File: src/rtl/psum_accumulator.sv
// Partial-sum accumulator: sums PE-group partial sums per window, adds bias, rounds,
// shifts and saturates to int8 on one or two lanes. Optional ReLU via PSUM_ACC_RELU_EN.

module psum_lane #(
    parameter int ACC_W  = 32,
    parameter int BIAS_W = 16
) (
    input  logic              clk,
    input  logic              rst,
    input  logic              clr,
    input  logic              add_en,
    input  logic              load_out,
    input  logic              zero_out,
    input  logic [17:0]       groupsum,
    input  logic [BIAS_W-1:0] bias,
    input  logic [4:0]        shift,
    output logic [7:0]        ofmap
);
    localparam int AB_W = (ACC_W > BIAS_W) ? ACC_W : BIAS_W;
    // Wide enough for acc+bias and the largest rounding constant (2^30) with no overflow.
    localparam int VW   = ((AB_W > 32) ? AB_W : 32) + 2;
    localparam logic signed [VW-1:0] SAT_HI = VW'(127);
    localparam logic signed [VW-1:0] SAT_LO = -VW'(128);

    logic signed [ACC_W-1:0] acc;
    logic signed [VW-1:0]    v, rnd, vs, vr;
    logic signed [7:0]       sat, res;

    always_ff @(posedge clk or posedge rst) begin
        if (rst)
            acc <= '0;
        else if (clr)
            acc <= '0;
        else if (add_en)
            acc <= acc + {{(ACC_W-18){groupsum[17]}}, groupsum};
    end

    always_comb begin
        v   = {{(VW-ACC_W){acc[ACC_W-1]}}, acc} + {{(VW-BIAS_W){bias[BIAS_W-1]}}, bias};
        rnd = (shift != 5'd0) ? (VW'(1) << (shift - 5'd1)) : '0;
        vs  = v + rnd;
        vr  = vs >>> shift;
        if (vr > SAT_HI)
            sat = 8'sd127;
        else if (vr < SAT_LO)
            sat = -8'sd128;
        else
            sat = vr[7:0];
`ifdef PSUM_ACC_RELU_EN
        res = sat[7] ? 8'sd0 : sat;
`else
        res = sat;
`endif
    end

    always_ff @(posedge clk or posedge rst) begin
        if (rst)
            ofmap <= '0;
        else if (load_out)
            ofmap <= zero_out ? 8'd0 : res;
    end
endmodule

module psum_accumulator #(
    parameter int ACC_W  = 32,
    parameter int BIAS_W = 16
) (
    input  logic              clk,
    input  logic              rst,
    input  logic [3:0]        layer,
    input  logic              start,
    input  logic [7:0]        acc_len,
    input  logic [BIAS_W-1:0] bias_in,
    input  logic [4:0]        shift,
    input  logic              in_valid,
    input  logic [17:0]       groupsum_in1,
    input  logic [17:0]       groupsum_in2,
    output logic [7:0]        ofmap_out1,
    output logic [7:0]        ofmap_out2,
    output logic              out_valid,
    output logic              busy
);
    localparam int NUM_LANES = 2;

    typedef enum logic [1:0] {IDLE, ACC, POST} state_t;

    state_t state, state_nxt;
    logic   layer_ok, clr, acc_fire, post_fire;
    logic   single_q;
    logic [7:0]        len_q, cnt;
    logic [BIAS_W-1:0] bias_q;
    logic [4:0]        shift_q;

    logic [NUM_LANES-1:0][17:0] gsum;
    logic [NUM_LANES-1:0][7:0]  ofmap;

    assign layer_ok = (layer == 4'd1) || (layer == 4'd3) || (layer == 4'd4);
    assign gsum     = {groupsum_in2, groupsum_in1};

    always_ff @(posedge clk or posedge rst) begin
        if (rst)
            state <= IDLE;
        else
            state <= state_nxt;
    end

    always_comb begin
        state_nxt = state;
        busy      = 1'b0;
        clr       = 1'b0;
        acc_fire  = 1'b0;
        post_fire = 1'b0;
        case (state)
            IDLE: begin
                if (start && layer_ok) begin
                    clr       = 1'b1;
                    state_nxt = ACC;
                end
            end
            ACC: begin
                busy = 1'b1;
                if (in_valid) begin
                    acc_fire = 1'b1;
                    if ((cnt + 8'd1) == len_q)
                        state_nxt = POST;
                end
            end
            POST: begin
                busy      = 1'b1;
                post_fire = 1'b1;
                state_nxt = IDLE;
            end
            default: state_nxt = IDLE;
        endcase
    end

    // Window configuration is captured at start so inputs may change mid-window.
    always_ff @(posedge clk or posedge rst) begin
        if (rst) begin
            single_q <= 1'b0;
            len_q    <= 8'd1;
            bias_q   <= '0;
            shift_q  <= '0;
            cnt      <= '0;
        end else if (clr) begin
            single_q <= (layer == 4'd1);
            len_q    <= (acc_len == 8'd0) ? 8'd1 : acc_len;
            bias_q   <= bias_in;
            shift_q  <= shift;
            cnt      <= '0;
        end else if (acc_fire) begin
            cnt <= cnt + 8'd1;
        end
    end

    always_ff @(posedge clk or posedge rst) begin
        if (rst)
            out_valid <= 1'b0;
        else
            out_valid <= post_fire;
    end

    // Lane 0 always runs; upper lanes are idle and forced to zero in single-lane mode.
    for (genvar i = 0; i < NUM_LANES; i++) begin : g_lane
        psum_lane #(.ACC_W(ACC_W), .BIAS_W(BIAS_W)) u_lane (
            .clk      (clk),
            .rst      (rst),
            .clr      (clr),
            .add_en   (acc_fire && ((i == 0) || !single_q)),
            .load_out (post_fire),
            .zero_out ((i != 0) && single_q),
            .groupsum (gsum[i]),
            .bias     (bias_q),
            .shift    (shift_q),
            .ofmap    (ofmap[i])
        );
    end

    assign ofmap_out1 = ofmap[0];
    assign ofmap_out2 = ofmap[1];
endmodule

File: config.mk
export PLATFORM = sky130hd
export DESIGN_NAME = psum_accumulator
export DESIGN_NICKNAME = d
export VERILOG_FILES = /design/src/rtl/psum_accumulator.sv
export SDC_FILE = /design/constraint.sdc
export NUM_CORES = 1
export LEC_CHECK = 0
export BUFFER_PORTS_ARGS = -buffer_cell sky130_fd_sc_hd__buf_2
export CORE_UTILIZATION = 65
export CTS_BUF_LIST = sky130_fd_sc_hd__clkbuf_2 sky130_fd_sc_hd__clkbuf_4 sky130_fd_sc_hd__clkbuf_8
export DETAILED_ROUTE_END_ITERATION = 16
export HOLD_SLACK_MARGIN = 0.03
export PLACE_DENSITY_LB_ADDON = 0.25
export RECOVER_POWER = 25
export SYNTH_ARGS = -nofsm -noshare
export SYNTH_HDL_FRONTEND = slang
export SYNTH_SLANG_ARGS = --single-unit
File: constraint.sdc
create_clock -name clk -period 15 [get_ports clk]
set_input_delay 4.5 -clock clk [delete_from_list [all_inputs] [get_ports clk]]
set_output_delay 4.5 -clock clk [all_outputs]
set_load 0.01 [all_outputs]
==> qor.yml <==
clock_network:
  cts_buffers: 17
  cts.repair.resized: 0
  cts.path.max_buffers: 2
  clk_latency_ns: 0.52
  root_buffer: "clkbuf_8"
  hold_buffers: 0
  h-tree-depth: 4
  cts_tree: "built"
  cts_setup_buffers: 0
  clk_pin_slew_ns: 0.08
  clock-sinks: 121
logic_synthesis:
  ys_async_sr_fraction_pct: 100
  ys.warnings.count: 0
  yosysMostFrequentCell: "nand2_1"
  yosys.area.top_type: "dfrtp_1"
  ys_seq_area_share_pct: 15.6
  avgSynthCellArea_sq_um: 7.31
  synth_top_cell_area_share_pct: 15.5
  synth_area_leaders: "dfrtp_1 15%, ha_1 13%, nand2_1 6.4%"
  synth_common_cells: "331 x nand2_1, 263 x nor2_1, 219 x a21oi_1, 195 x ha_1, 176 x o21ai_0"
  ys_types: 97
  synth_ff_type: "dfrtp_1"
  synth_cells: 2659
  synth-edff-count: 0
  ys_seq_elements: 121
  syn_area_sq_mm: 0.0194
sta:
  tightestPinTransition_ns: 2.63
  hold_viol_final: 0
  setup_viol: 0
  rsz0062_at_grt: "false"
  timing.final.crit_share_pct: 58.6
  fin_worst_skew_ns: 0.0325
  slew_headroom_pct: -76.5
  fmax_ghz: 0.114
  tns_ns: 0
  drv_slew: 125
  fin_crit_ns: 8.79
grt:
  grt_pass1_vias: 19800
  grt.total_usage_pct: 41.1
  overflow: 0
  antenna_found_initial: 0
  grt_pass1_wl_um: 101000
  grt_max_degree: 68
placement:
  routabilityCongestion: 1.02
  hpwl_um: 49000
  placed_cell_area_sq_mm: 0.0201
  io_buffers: 90
floorplan:
  start_util_pct: 66.8
  core_sq_mm: 0.0291
  die_x_um: 175
  io_pins: 91
  rows: 62
  die_y_um: 175
  die_area_sq_mm: 0.0306
routing:
  drc_errors: 0
  vias: 21100
  drt-total-wl_um: 63400
  ant_nets: 0
  wl_per_cell_um: 20.7
  vias_per_cell: 6.91
  drtPass1Iterations: 9
  drt_first_iter_violations: 2621
cells_and_area:
  fin_nets: 2934
  antenna_cells: 0
  syn2layout_area_growth_pct: 5.08
  drive_gt1_share_pct: 8.68
  final_area_sq_mm: 0.0204
  finish.utilization_pct: 70.2
setup_path:
  start_kind: "input pin"
  cp.arrival_ns: 9.17
  worstSetupEndpointType: "flip-flop"
  crit_fanout: 4
  reg2reg_slack_ns: 6.68
  cp.required_ns: 15.38
  worstSetupPathType: "in2reg"
status:
  status: "complete, but fails checks"
  violations: "max-capacitance violations, max-slew violations"
flow_run:
  drv_cap: 3
min_path:
  hp-class: "reg2reg"
## layout make-up
class                           count  area, sq um
Sequential cell                   121         3030
Tap cell                          384          480
Inverter                           86          324
Clock inverter                     14          138
Timing Repair Buffer              114          618
Clock buffer                       18          248
Multi-Input combinational cell   2320        15600
Fill cell                        2450         8670
## logic make-up (layout without fill, tap and decap cells)
kind of cell	Yosys count	count (layout)	share of synthesized area (%)
xor gates and xnor gates	161	161	7.26
AOI/OAI and AO/OA	885	885	30.6
adders and majority gates	201	201	13.2
and+or+nand+nor	991	991	23.8
other	1	2	0.0193
DFF	121	121	15.6
buffers and inverters	219	232	4.28
muxes	80	80	5.26
## worst max-delay path: stages
cell and delay, ns:
buf_2 0.11, ha_1 0.30, a211o_1 0.28, a2111oi_0 0.76, o211ai_1 0.38, a31oi_1 0.42, a2111oi_0 0.25, o31ai_1 0.48
o21ai_0 0.27, nor4_1 0.37, o31ai_1 0.15, o21ai_0 0.22, nand2b_1 0.08, a21oi_1 0.18, xnor2_1 0.13, nand2_1 0.08
xor2_1 0.16, nor2_1 0.05
## state kept, by name (all words and copies together) (netlist names)
register and flops:
bias_q 16, cnt 8, g_lane.u_lane.acc 64, g_lane.u_lane.ofmap 16, len_q 8, out_valid 1
shift_q 5, single_q 1, state 2
## worst paths after layout
| check | from | endpoint | depth (start not counted) |
|---|---|---|---|
| max in group asynchronous | rst | shift_q[3] | 3 |
| setup reg to reg | bias_q[2] | g_lane[0].u_lane.ofmap[0] | 28 |
| min in group asynchronous | rst | bias_q[14] | 2 |
| hold / removal | len_q[0] | len_q[0] | 2 |
| setup / recovery | groupsum_in2[1] | g_lane[1].u_lane.acc[31] | 18 |
| hold reg to reg | len_q[0] | len_q[0] | 2 |
## through the flow
step | setup WS (ns) | hold slack [ns] | instances
floorplan | 6.88 | 0.464 | 2660
global placement | 5.89 | 0.475 | 3025
detailed placement | 5.79 | 0.482 | 3025
CTS | 6.30 | 0.494 | 3057
global route | 5.74 | 0.518 | 3057
finish | 6.21 | 0.493 | 3057
## metal layers
metal / GRT usage, % / part of all wire (%)
met1: 51.8 / 41
met2: 67.1 / 45
met3: 6.68 / 8.8
met4: 22.2 / 5.1
met5: 0 / 0
## placed cells by master, fill, tap and decap left out, drive strengths merged, types with 21 or more instances in the layout
cell type	Yosys	routed
o21bai	23	23
and3	32	32
a21o	69	69
ha	195	195
nand2	331	331
o211ai	41	41
a21oi	219	219
nor3	76	76
xnor2	107	107
or3	27	27
nand2b	33	33
and2	28	28
a31oi	44	44
inv	83	89
nand3	71	71
xor2	54	54
buf	26	108
a211oi	65	65
mux2i	50	50
o21ai	180	180
nand4	30	30
nor2	263	263
or2	21	21
clkbuf	107	24
o21a	37	37
dfrtp	120	120
Power is not shown: default switching activity piles up to over one toggle a cycle in this logic, so the estimate is an artifact.
